--- src/rtl/muldiv_unit_if.sv ---
// Request/response bundle for the iterative M-extension unit.
interface muldiv_unit_if #(
  parameter int XLEN = 32
);
  logic            start;
  logic            kill;
  logic [2:0]      funct3;
  logic [XLEN-1:0] srca;
  logic [XLEN-1:0] srcb;
  logic            busy;
  logic            done;
  logic [XLEN-1:0] result;

  modport master (
    output start, kill, funct3, srca, srcb,
    input  busy, done, result
  );

  modport slave (
    input  start, kill, funct3, srca, srcb,
    output busy, done, result
  );
endinterface

--- src/rtl/muldiv_unit.sv ---
// Iterative RISC-V M-extension unit: shift-add multiplier and restoring divider,
// one bit per cycle on operand magnitudes with sign correction at the final edge.
module muldiv_unit #(
  parameter int XLEN = 32
) (
  input  logic        clk,
  input  logic        reset,
  muldiv_unit_if.slave bus
);

  localparam int CW = $clog2(XLEN) + 1;

  localparam logic [1:0] S_IDLE = 2'd0;
  localparam logic [1:0] S_RUN  = 2'd1;
  localparam logic [1:0] S_DONE = 2'd2;

  localparam logic [CW-1:0]   LAST    = CW'(XLEN - 1);
  localparam logic [XLEN-1:0] MIN_NEG = {1'b1, {(XLEN-1){1'b0}}};

  logic [1:0]        state;
  logic [2:0]        op;
  logic [XLEN-1:0]   opnd;     // multiplicand (mul) or divisor (div)
  logic [2*XLEN-1:0] acc;      // {partial product, multiplier} or {remainder, dividend/quotient}
  logic              neg_q;
  logic              neg_r;
  logic [CW-1:0]     cnt;
  logic [XLEN-1:0]   res;

  // Request decode, only meaningful while idle
  logic            is_div_in;
  logic            sign_a_in;
  logic            sign_b_in;
  logic            neg_a_in;
  logic            neg_b_in;
  logic [XLEN-1:0] abs_a_in;
  logic [XLEN-1:0] abs_b_in;
  logic            div_zero;
  logic            div_ovf;
  logic [XLEN-1:0] special_res;

  always_comb begin
    is_div_in = bus.funct3[2];
    sign_a_in = (bus.funct3 == 3'b001) || (bus.funct3 == 3'b010) ||
                (bus.funct3 == 3'b100) || (bus.funct3 == 3'b110);
    sign_b_in = (bus.funct3 == 3'b001) || (bus.funct3 == 3'b100) ||
                (bus.funct3 == 3'b110);
    neg_a_in  = sign_a_in && bus.srca[XLEN-1];
    neg_b_in  = sign_b_in && bus.srcb[XLEN-1];
    abs_a_in  = neg_a_in ? (~bus.srca + 1'b1) : bus.srca;
    abs_b_in  = neg_b_in ? (~bus.srcb + 1'b1) : bus.srcb;
    div_zero  = is_div_in && (bus.srcb == '0);
    div_ovf   = ((bus.funct3 == 3'b100) || (bus.funct3 == 3'b110)) &&
                (bus.srca == MIN_NEG) && (bus.srcb == '1);
    special_res = '0;
    if (div_zero)
      special_res = bus.funct3[1] ? bus.srca : '1;
    else if (div_ovf)
      special_res = bus.funct3[1] ? '0 : bus.srca;
  end

  // One iteration step for each datapath
  logic [XLEN:0]     mul_sum;
  logic [2*XLEN-1:0] mul_next;
  logic [XLEN:0]     div_shl;
  logic [XLEN:0]     div_diff;
  logic [2*XLEN-1:0] div_next;
  logic [2*XLEN-1:0] acc_next;

  always_comb begin
    mul_sum  = {1'b0, acc[2*XLEN-1:XLEN]} + (acc[0] ? {1'b0, opnd} : '0);
    mul_next = {mul_sum, acc[XLEN-1:1]};
    div_shl  = {acc[2*XLEN-1:XLEN], acc[XLEN-1]};
    div_diff = div_shl - {1'b0, opnd};
    if (div_diff[XLEN])
      div_next = {div_shl[XLEN-1:0], acc[XLEN-2:0], 1'b0};
    else
      div_next = {div_diff[XLEN-1:0], acc[XLEN-2:0], 1'b1};
    acc_next = op[2] ? div_next : mul_next;
  end

  // Sign correction applied to the value the last iteration produces
  logic [2*XLEN-1:0] prod_s;
  logic [XLEN-1:0]   quo_s;
  logic [XLEN-1:0]   rem_s;
  logic [XLEN-1:0]   final_res;

  always_comb begin
    prod_s = neg_q ? (~acc_next + 1'b1) : acc_next;
    quo_s  = neg_q ? (~acc_next[XLEN-1:0] + 1'b1) : acc_next[XLEN-1:0];
    rem_s  = neg_r ? (~acc_next[2*XLEN-1:XLEN] + 1'b1) : acc_next[2*XLEN-1:XLEN];
    case (op)
      3'b000:                 final_res = prod_s[XLEN-1:0];
      3'b001, 3'b010, 3'b011: final_res = prod_s[2*XLEN-1:XLEN];
      3'b100, 3'b101:         final_res = quo_s;
      default:                final_res = rem_s;
    endcase
  end

  always_ff @(posedge clk or posedge reset) begin
    if (reset) begin
      state <= S_IDLE;
      op    <= '0;
      opnd  <= '0;
      acc   <= '0;
      neg_q <= 1'b0;
      neg_r <= 1'b0;
      cnt   <= '0;
      res   <= '0;
    end else begin
      case (state)
        S_IDLE: begin
          if (bus.start && !bus.kill) begin
            op    <= bus.funct3;
            cnt   <= '0;
            neg_q <= neg_a_in ^ neg_b_in;
            neg_r <= neg_a_in;
            opnd  <= is_div_in ? abs_b_in : abs_a_in;
            acc   <= {{XLEN{1'b0}}, (is_div_in ? abs_a_in : abs_b_in)};
            if (div_zero || div_ovf) begin
              res   <= special_res;
              state <= S_DONE;
            end else begin
              state <= S_RUN;
            end
          end
        end
        S_RUN: begin
          if (bus.kill) begin
            state <= S_IDLE;
          end else begin
            acc <= acc_next;
            cnt <= cnt + 1'b1;
            if (cnt == LAST) begin
              res   <= final_res;
              state <= S_DONE;
            end
          end
        end
        S_DONE:  state <= S_IDLE;
        default: state <= S_IDLE;
      endcase
    end
  end

  assign bus.busy   = (state != S_IDLE);
  assign bus.done   = (state == S_DONE);
  assign bus.result = res;

endmodule

--- src/flat_wrapper.sv ---
// flat-port wrapper written by rule: the top's interface ports become plain ports
module muldiv_unit_flat 
#(
  parameter int XLEN = 32
)
  (clk, reset, bus_start, bus_kill, bus_funct3, bus_srca, bus_srcb, bus_busy, bus_done, bus_result);
  muldiv_unit_if #(.XLEN(XLEN)) bus_i ();
  input  logic clk;
  input  logic reset;
  input wire logic [$bits(bus_i.start)-1:0] bus_start;
  input wire logic [$bits(bus_i.kill)-1:0] bus_kill;
  input wire logic [$bits(bus_i.funct3)-1:0] bus_funct3;
  input wire logic [$bits(bus_i.srca)-1:0] bus_srca;
  input wire logic [$bits(bus_i.srcb)-1:0] bus_srcb;
  output wire logic [$bits(bus_i.busy)-1:0] bus_busy;
  output wire logic [$bits(bus_i.done)-1:0] bus_done;
  output wire logic [$bits(bus_i.result)-1:0] bus_result;
  assign bus_i.start = bus_start;
  assign bus_i.kill = bus_kill;
  assign bus_i.funct3 = bus_funct3;
  assign bus_i.srca = bus_srca;
  assign bus_i.srcb = bus_srcb;
  assign bus_busy = bus_i.busy;
  assign bus_done = bus_i.done;
  assign bus_result = bus_i.result;
  muldiv_unit #(.XLEN(XLEN)) u_core (.clk(clk), .reset(reset), .bus(bus_i));
endmodule
--- config.mk ---
export PLATFORM = sky130hd
export DESIGN_NAME = muldiv_unit_flat
export DESIGN_NICKNAME = d
export VERILOG_FILES = /design/src/rtl/muldiv_unit_if.sv /design/src/rtl/muldiv_unit.sv /design/src/flat_wrapper.sv
export SDC_FILE = /design/constraint.sdc
export NUM_CORES = 1
export LEC_CHECK = 0
export ABC_AREA = 1
export BUFFER_PORTS_ARGS = -buffer_cell sky130_fd_sc_hd__buf_2
export CAP_MARGIN = 15
export CORE_ASPECT_RATIO = 0.7
export CORE_MARGIN = 2
export CORE_UTILIZATION = 42
export CTS_CLUSTER_SIZE = 24
export DETAILED_ROUTE_END_ITERATION = 6
export PLACE_DENSITY = 0.6
export REMOVE_ABC_BUFFERS = 1
export SYNTH_ARGS = -nofsm -noshare
export SYNTH_HDL_FRONTEND = slang
export SYNTH_SLANG_ARGS = --single-unit
--- constraint.sdc ---
create_clock -name clk -period 5.03 [get_ports clk]
set_input_delay 0.7545 -clock clk [delete_from_list [all_inputs] [get_ports clk]]
set_output_delay 0.7545 -clock clk [all_outputs]
set_load 0.01 [all_outputs]
### After elaboration in Yosys (flattened, before gate mapping)

Cells that the tools add are included.

| word-level totals | value |
|---|---|
| register bits after elaboration | 141 |
| output and inout bits | 34 |
| bits of input ports | 71 |
| word-level logic and storage cells | 97 |

| cells by class | value |
|---|---|
| bitwise gates (word level) | 6 |
| reductions and logical operators | 25 |
| equal/unequal tests | 19 |
| muxes and demuxes | 31 |
| add/subtract/negate cells | 8 |

Operators by type and width:

| operator | count |
|---|---|
| $mux 32 | 15 |
| $mux 64 | 5 |
| $add 32x1->32 const B | 4 |
| $not 32->32 | 4 |
| $pmux 64 s2 | 1 |
| $pmux 32 s3 | 1 |
| $add 64x1->64 const B | 1 |
| $eq 32x32->1 const B | 2 |
| $not 64->64 | 1 |
| $pmux 32 s2 | 1 |
| $add 32x33->33 | 1 |
| $sub 33x32->33 | 1 |
| $logic_not 32->1 | 1 |
| $eq 3x3->1 const B | 4 |
| $mux 6 | 2 |
| $pmux 6 s2 | 1 |
| $eq 3x2->1 const B | 3 |
| $mux 2 | 4 |
| $logic_or 1x1->1 | 7 |
| $add 6x1->6 const B | 1 |
| $eq 3x1->1 const B | 2 |
| $eq 6x5->1 const B | 1 |
| $logic_and 1x1->1 | 6 |
| $ne 2x1->1 const B | 3 |
| other kinds (15) | 17 |

### Logic depth before layout (Yosys ltp)

Gate-level depths: netlist of the first run.

| logic depth | value |
|---|---|
| depth in word-level cells | 10 |
| mapped depth | 34 |
| mapped depth without buffers | 34 |

### Worst setup path before layout of the first run

No wires, ideal clock.

| timing | value |
|---|---|
| kind | register -> register |
| start | reg u_core.acc[31] |
| end | reg u_core.res[30], in the netlist u_core.bus.result[30] |
| buffers on the path | 0 |
| arrival time | 3.726 ns |
| cell stages (with the launch flop) | 35 |
| slack | 1.227 ns |
| library setup time | 0.077 ns |
| required time | 4.953 ns |
| period minus slack after synthesis | 3.803 ns |
| cells stage by stage | dfrtp_1 inv_1 ha_1 inv_1 fa_1 nand2_1 nand2_1 nand3_1 nand2_2 nand2_1 nand2_2 nand2_2 nand2_2 nand2_2 nand3_1 nand2_1 ha_1 nand3_1 nor2_2 nand2_1 nor2_2 nand4_1 nor3_2 nand3_1 nor2_1 nand2_1 inv_1 nand3_1 nand2_1 nand2_1 nand2_1 nand3_1 nand2_1 nand3_1 a21oi_1 |

| on the way | value |
|---|---|
| longest elaborated chain between the ends | 10 |
| elaborated cells between the ends (all ways) | 16 |
| classes of those cells | add/sub: 4; mux: 9; bitwise: 3 |

Ends and longest elaborated chain:

| what | RTL line | text |
|---|---|---|
| from (decl) | muldiv_unit.sv:23 | `logic [2*XLEN-1:0] acc;` |
| from (signal assigned) | muldiv_unit.sv:118 | `acc <= {{XLEN{1'b0}}, (is_div_in ? abs_a_in : abs_b_in)};` |
| from (signal assigned) | muldiv_unit.sv:131 | `acc <= acc_next;` |
| $sub 33x32->33 | muldiv_unit.sv:73 | `div_diff = div_shl - {1'b0, opnd};` |
| $mux 64 | muldiv_unit.sv:74 | `if (div_diff[XLEN])` |
| $mux 64 (*) | muldiv_unit.sv:78 | `acc_next = op[2] ? div_next : mul_next;` |
| $not 64->64, or another cell as far along | muldiv_unit.sv:88 | `prod_s = neg_q ? (~acc_next + 1'b1) : acc_next;` |
| $add 64x1->64, or another cell as far along | muldiv_unit.sv:88 |  |
| $mux 64, or another cell as far along | muldiv_unit.sv:88 |  |
| $pmux 32 s3 (*) | muldiv_unit.sv:91 | `case (op)` |
| $mux 32 (*) | muldiv_unit.sv:133 | `if (cnt == LAST) begin` |
| $mux 32 (*) | muldiv_unit.sv:128 | `if (bus.kill) begin` |
| $pmux 32 s2 (*) | muldiv_unit.sv:110 | `case (state)` |
| to (signal assigned) | muldiv_unit.sv:120 | `res <= special_res;` |
| to (signal assigned) | muldiv_unit.sv:134 | `res <= final_res;` |
| to (decl) | muldiv_unit.sv:27 | `logic [XLEN-1:0] res;` |

Every way passes the cells marked *; elsewhere a longest branch is shown, timed or not. The select of a mux whose other input is x is not followed.
A chain may end at the register's enable or synchronous reset.

### Worst setup path after layout of the first run

| timing | value |
|---|---|
| start | reg u_core.acc[31] |
| end | reg u_core.res[12], in the netlist u_core.bus.result[12] |

Same word-level chain as after synthesis.

==> flow_summary.ini, run 1 <==
[final_layout]
multiInputGateArea_mm2 = 0.0119
area_delta_synth_final_pct = 13.3
fin_cells = 3744
n_antenna_cell = 0
seqCellArea_mm2 = 0.00353
layout-drive-gt1-share_pct = 11.8
fill_cells = 4446
fin_nets = 3330

[clock_network]
clk_latency_ns = 0.47
cts_root_buffer = clkbuf_16
cts_max_level = 4
tritoncts = done
cts.clk_slew.worst_paths_ns = 0.08
cts_inserted_buffers = 17
clock_path_buffers = 2
clkSinkCount = 141

[die]
rows = 62
core-area_mm2 = 0.0410
fp.dieH_um = 175
io_pins = 105
dieArea_mm2 = 0.0433
fp.dieW_um = 248
initial_core_util_pct = 42.6

[setup_path]
slowest_stage = dfrtp_1
crit_family = simple AND/OR/NAND/NOR gates
cp-end-kind = register
crit_top_cell = nand2_1
max_stage_delay_ns = 0.40
worstPathRequired_ns = 5.37
cp_num_buf_inv = 5
path_class = register to register
critical_path.startpoint_type = register
cp_max_fo = 6
arrival_ns = 5.07

[timing]
slew_viol_final = 0
tightest_slew_ns = 1.23
finalClockSkew_ns = 0.0177
hold_viol_final = 0
slew_headroom_pct = 17.7
setup_viol = 0
fmax_mhz = 211
timing.final.crit_share_pct = 94.0
period_minus_slack_ns = 4.73

[synthesis]
synth_most_common_cell = nand2_1
ys.flop_type = dfrtp_1
yosys-top-cells-area = dfrtp_1, nand2_1, inv_1, nor2_1, nand3_1
synth_top_area_cell = dfrtp_1
syn_area_mm2 = 0.0175
async_flop_share_pct = 100
synth_cell_type_count = 57
avgSynthCellArea_um2 = 5.75
syn_inst = 3046
synth_top_area_share_pct = 20.2
synth_commonest_cells = nand2_1, inv_1, nor2_1
synth_seq_cells = 141
yosysWarnings = 0
synth-seq-area-share_pct = 20.2
synth_edf_count = 0

[placement]
place.gp.congestion = 1.07
post-place-cells = 3707
hpwl_um = 68400
port_buffers = 104

[detailed_routing]
viasPerCell = 5.89
via_count = 22100
avgRoutedWirePerCell_um = 23.1
drc = 0
final_antenna_net_count = 0
totalWireLength_um = 86500
initialDrtViolationCount = 3434
drt_first_pass_iters = 6

[global_routing]
grt_max_degree = 87
antenna_found_initial = 0
grt_pass1_wl_um = 126000
grt_pass1_vias = 19600
grt_overflow = 0
track_usage_pct = 39.3

[run]
maxCapViolations = 0

[worst_hold_path]
worstHoldPathType = input pin to async pin

[outcome]
status = complete, no violations
==> worst paths after layout <==
| path | startpoint | end | slack (ns) | depth (start not counted) |
|---|---|---|---|---|
| worst max register to register | u_core.acc[31] | u_core.bus.result[12] | 0.30 | 31 |
| max in group asynchronous | reset | u_core.acc[50] | 3.71 | 3 |
| min in group clk | u_core.op[0] | u_core.op[0] | 0.50 | 2 |
| worst max-delay path | u_core.acc[31] | u_core.bus.result[12] | 0.30 | 31 |
| worst min-delay path | reset | u_core.op[0] | 0.44 | 2 |
| worst min register to register | u_core.op[0] | u_core.op[0] | 0.50 | 2 |
==> timing repair <==
item | in CTS | in global routing
hold buffers | 0 | 0
gates resized for setup | 0 | 16
endpoints found under the setup margin | 0 | 18
buffers inserted | 0 | 5
hold endpoints to repair | 0 | 0
==> placed cells by master (no fill, tap or decap), types with 4 or more instances in the layout <==
cell / count
o21a_1: 5
nor2_1: 337
inv_2: 13
nor3_2: 4
o21ai_2: 4
and2_1: 4
nor2_4: 5
xor2_1: 67
nand2_2: 25
clkinvlp_4: 4
o21bai_1: 13
nand4_1: 36
nand3_2: 7
o21ai_0: 152
a21oi_2: 7
buf_4: 119
xnor2_1: 22
o211ai_1: 31
o22ai_1: 36
a31oi_1: 27
nor3_1: 34
o21ai_1: 18
nor4_1: 12
nand3_1: 251
dfrtp_1: 138
nand2_4: 5
o221ai_1: 19
buf_2: 104
clkbuf_16: 17
ha_1: 69
nand2_1: 895
nand3b_1: 18
inv_6: 5
inv_1: 421
nor2_2: 22
clkinv_1: 4
buf_12: 5
a22oi_1: 12
a21oi_1: 183
or2_2: 16
==> metrics by stage <==
step	instance area, um^2	utilization, %	setup WS (ns)	TNS, ns	hold WS (ns)
2_1_floorplan	17000	-	-0.418	-7.28	0.450
3_3_place_gp	19200	46.7	0.404	0	0.472
3_5_place_dp	19200	46.7	0.306	0	0.479
4_1_cts	19700	48.1	0.256	0	0.501
5_1_grt	19800	48.3	-0.0324	-0.107	0.523
6_report	19800	48.3	0.300	0	0.445
==> cells by family (layout without fill, tap and decap cells) <==
logic type	count (synthesis)	in the layout	share of synthesized area, %
AOI/OAI and AO/OA	521	521	17.1
DFF	141	141	20.2
buffers and inverters	545	699	12.3
adders and majority gates	72	72	5.23
and+or+nand+nor	1678	1678	40.8
xor gates and xnor gates	89	89	4.45
==> layer usage <==
metal | track usage, % | vias to the layer above | routed length [um]
li1 | - | 10100 | -
met1 | 60.4 | 10200 | 39400
met2 | 52.4 | 1517 | 32600
met3 | 10.4 | 161 | 11500
met4 | 11.7 | 0 | 2930
met5 | 0 | - | 0
==> final cells by class <==
| type | count | share of cell area (%) |
|---|---|---|
| clock buffers | 18 | 2.21 |
| clock inverters | 14 | 0.631 |
| well taps | 544 | 3.43 |
| multi-input cells | 2360 | 59.9 |
| inverters | 439 | 8.34 |
| flip-flops and latches | 141 | 17.8 |
| repair buffers | 228 | 7.64 |
==> sequential cells by signal, summed over array words and instances, names as in the netlist <==
name,count
u_core.opnd,32
u_core.neg_r,1
u_core.bus.result,32
u_core.cnt,6
u_core.state,2
u_core.acc,64
u_core.op,3
u_core.neg_q,1
Power of run 1 is left out: the tool's default activity adds up to more than one toggle a clock period on the data nets, which glitch-free logic cannot reach.
==> inputs of run 2 (changes only) <==
--- a/config.mk
+++ b/config.mk
@@ -14,6 +14,7 @@
 export CTS_CLUSTER_SIZE = 24
 export DETAILED_ROUTE_END_ITERATION = 6
 export PLACE_DENSITY = 0.6
+export RECOVER_POWER = 25
 export REMOVE_ABC_BUFFERS = 1
 export SYNTH_ARGS = -nofsm -noshare
 export SYNTH_HDL_FRONTEND = slang
==> run 2 against run 1 <==
Against the previous run:
- the run now ends with max-capacitance violations, max-slew violations left
- maximum frequency decreased by 0.20%
- non-clock buffer count is the same
- first-iteration DRC count up 0.26%
- sequential share of layout area barely moved
- worst hold slack better by 0.061 ns
- setup slack worse by 0.0097 ns
- global-route usage unchanged
- via count is 0.19% lower
- cell count did not move
- die area unchanged
- clock skew hardly changed
- critical path depth increased by 3
==> flow_summary.ini, run 2 (synthesis results as in run 1) <==
[setup_path]
cp-end-kind = register
path_class = register to register
critPathLaunch = u_core.acc[31]
arrival_ns = 5.13
crit_top_cell = nand2_2
r2r_start = u_core.acc[31]
worstPathRequired_ns = 5.42
slowest_stage = dfrtp_1
max_stage_delay_ns = 0.40
crit_family = simple AND/OR/NAND/NOR gates
critical_path.startpoint_type = register
cp_max_fo = 5
r2r_setup_slack_ns = 0.29
cp_num_buf_inv = 3

[global_routing]
grt_overflow = 0
antenna_found_initial = 0
grt_util_met1_pct = 60.4
grt_max_degree = 87
use_met2_pct = 52.4
met3_usage_pct = 10.4
track_usage_pct = 39.3
busiest_layer = met1
grt_pass1_vias = 19600
grt_pass1_wl_um = 126000

[final_layout]
multiInputGateArea_mm2 = 0.0119
layout_common_cells = nand2_1, inv_1, nor2_1
final_common_cell = nand2_1
layout-drive-gt1-share_pct = 11.7
largest_reg_flops = 64
seqCellArea_mm2 = 0.00353
largest-register = u_core.acc
fin_nets = 3330
fill_cells = 4447
area_delta_synth_final_pct = 13.3
n_antenna_cell = 0
finalInstanceArea_mm2 = 0.0198

[die]
initial_core_util_pct = 42.6
fp.dieW_um = 248
io_pins = 105
rows = 62
core-area_mm2 = 0.0410
dieArea_mm2 = 0.0433
fp.dieH_um = 175

[placement]
place.gp.congestion = 1.07
place_area_mm2 = 0.0192
preCtsSetupSlack_ns = 0.306
port_buffers = 104
hpwl_um = 68400

[timing]
hold_viol_final = 0
setup_viol = 0
tightest_slew_ns = 3.78
slew_viol_final = 86
timing.final.crit_share_pct = 94.2
period_minus_slack_ns = 4.74
layout_setup_ws_ns = 0.291
finalClockSkew_ns = 0.0180
fmax_mhz = 211
slew_headroom_pct = -152

[detailed_routing]
totalWireLength_um = 86500
via_count = 22000
drt_first_pass_iters = 7
avgRoutedWirePerCell_um = 23.1
initialDrtViolationCount = 3443
viasPerCell = 5.88
drc = 0
final_antenna_net_count = 0

[worst_hold_path]
hp-start = u_core.op[0]
worstHoldPathType = register to register

[clock_network]
clk_latency_ns = 0.47
cts_root_buffer = clkbuf_16
tritoncts = done
clkSinkCount = 141
clock_path_buffers = 2
ctsHoldBuffers = 0
cts_inserted_buffers = 17
cts_max_level = 4
cts.clk_slew.worst_paths_ns = 0.08

[outcome]
violations = max-capacitance violations, max-slew violations
status = finished with violations

[run]
maxCapViolations = 1
==> run 2: final timing paths <==
kind / to / depth (start not counted)
worst max-delay path: u_core.bus.result[30] / 34
worst max register to register: u_core.bus.result[30] / 34
worst min-delay path: u_core.op[0] / 2
min in group asynchronous: u_core.op[0] / 2
max in group asynchronous: u_core.acc[0] / 2
worst min register to register: u_core.op[0] / 2
==> run 2: timing repair <==
action / 4_1_cts / 5_1_grt
gates resized for setup: 0 / 16
setup endpoints to repair: 0 / 18
buffers inserted: 0 / 5
==> run 2: area by class of cell <==
cell class / instances / share of cell area [%]
Clock inverter: 14 / 0.631
Tap cell: 544 / 3.43
Timing Repair Buffer: 228 / 7.64
Multi-Input combinational cell: 2360 / 60.0
Clock buffer: 18 / 2.22
Inverter: 439 / 8.31
Sequential cell: 141 / 17.8
==> run 2: metrics by stage <==
step / std cells / hold slack [ns] / TNS, ns / util [%]
after floorplan: 2940 / 0.450 / -7.28 / -
after global placement: 3707 / 0.472 / 0 / 46.7
after detailed placement: 3707 / 0.479 / 0 / 46.7
after CTS: 3739 / 0.501 / 0 / 48.1
after global routing: 3744 / 0.543 / -0.107 / 48.3
final: 3744 / 0.506 / 0 / 48.3
==> run 2: per-layer routing <==
| layer | wire length, um | vias up |
|---|---|---|
| met1 | 39000 | 10200 |
| met5 | 0 | - |
| li1 | - | 10100 |
| met3 | 11800 | 152 |
| met4 | 2820 | 0 |
| met2 | 32800 | 1542 |
==> run 2: worst register-to-register path: cells and delay by family (launching register included) <==
kind | cells | cell delay, ns
AOI/OAI and AO/OA | 1 | 0.15
buffers and inverters | 3 | 0.26
adders and majority gates | 3 | 0.75
and+or+nand+nor | 27 | 3.08
DFF | 1 | 0.40
Power of run 2 is left out for the same reason.
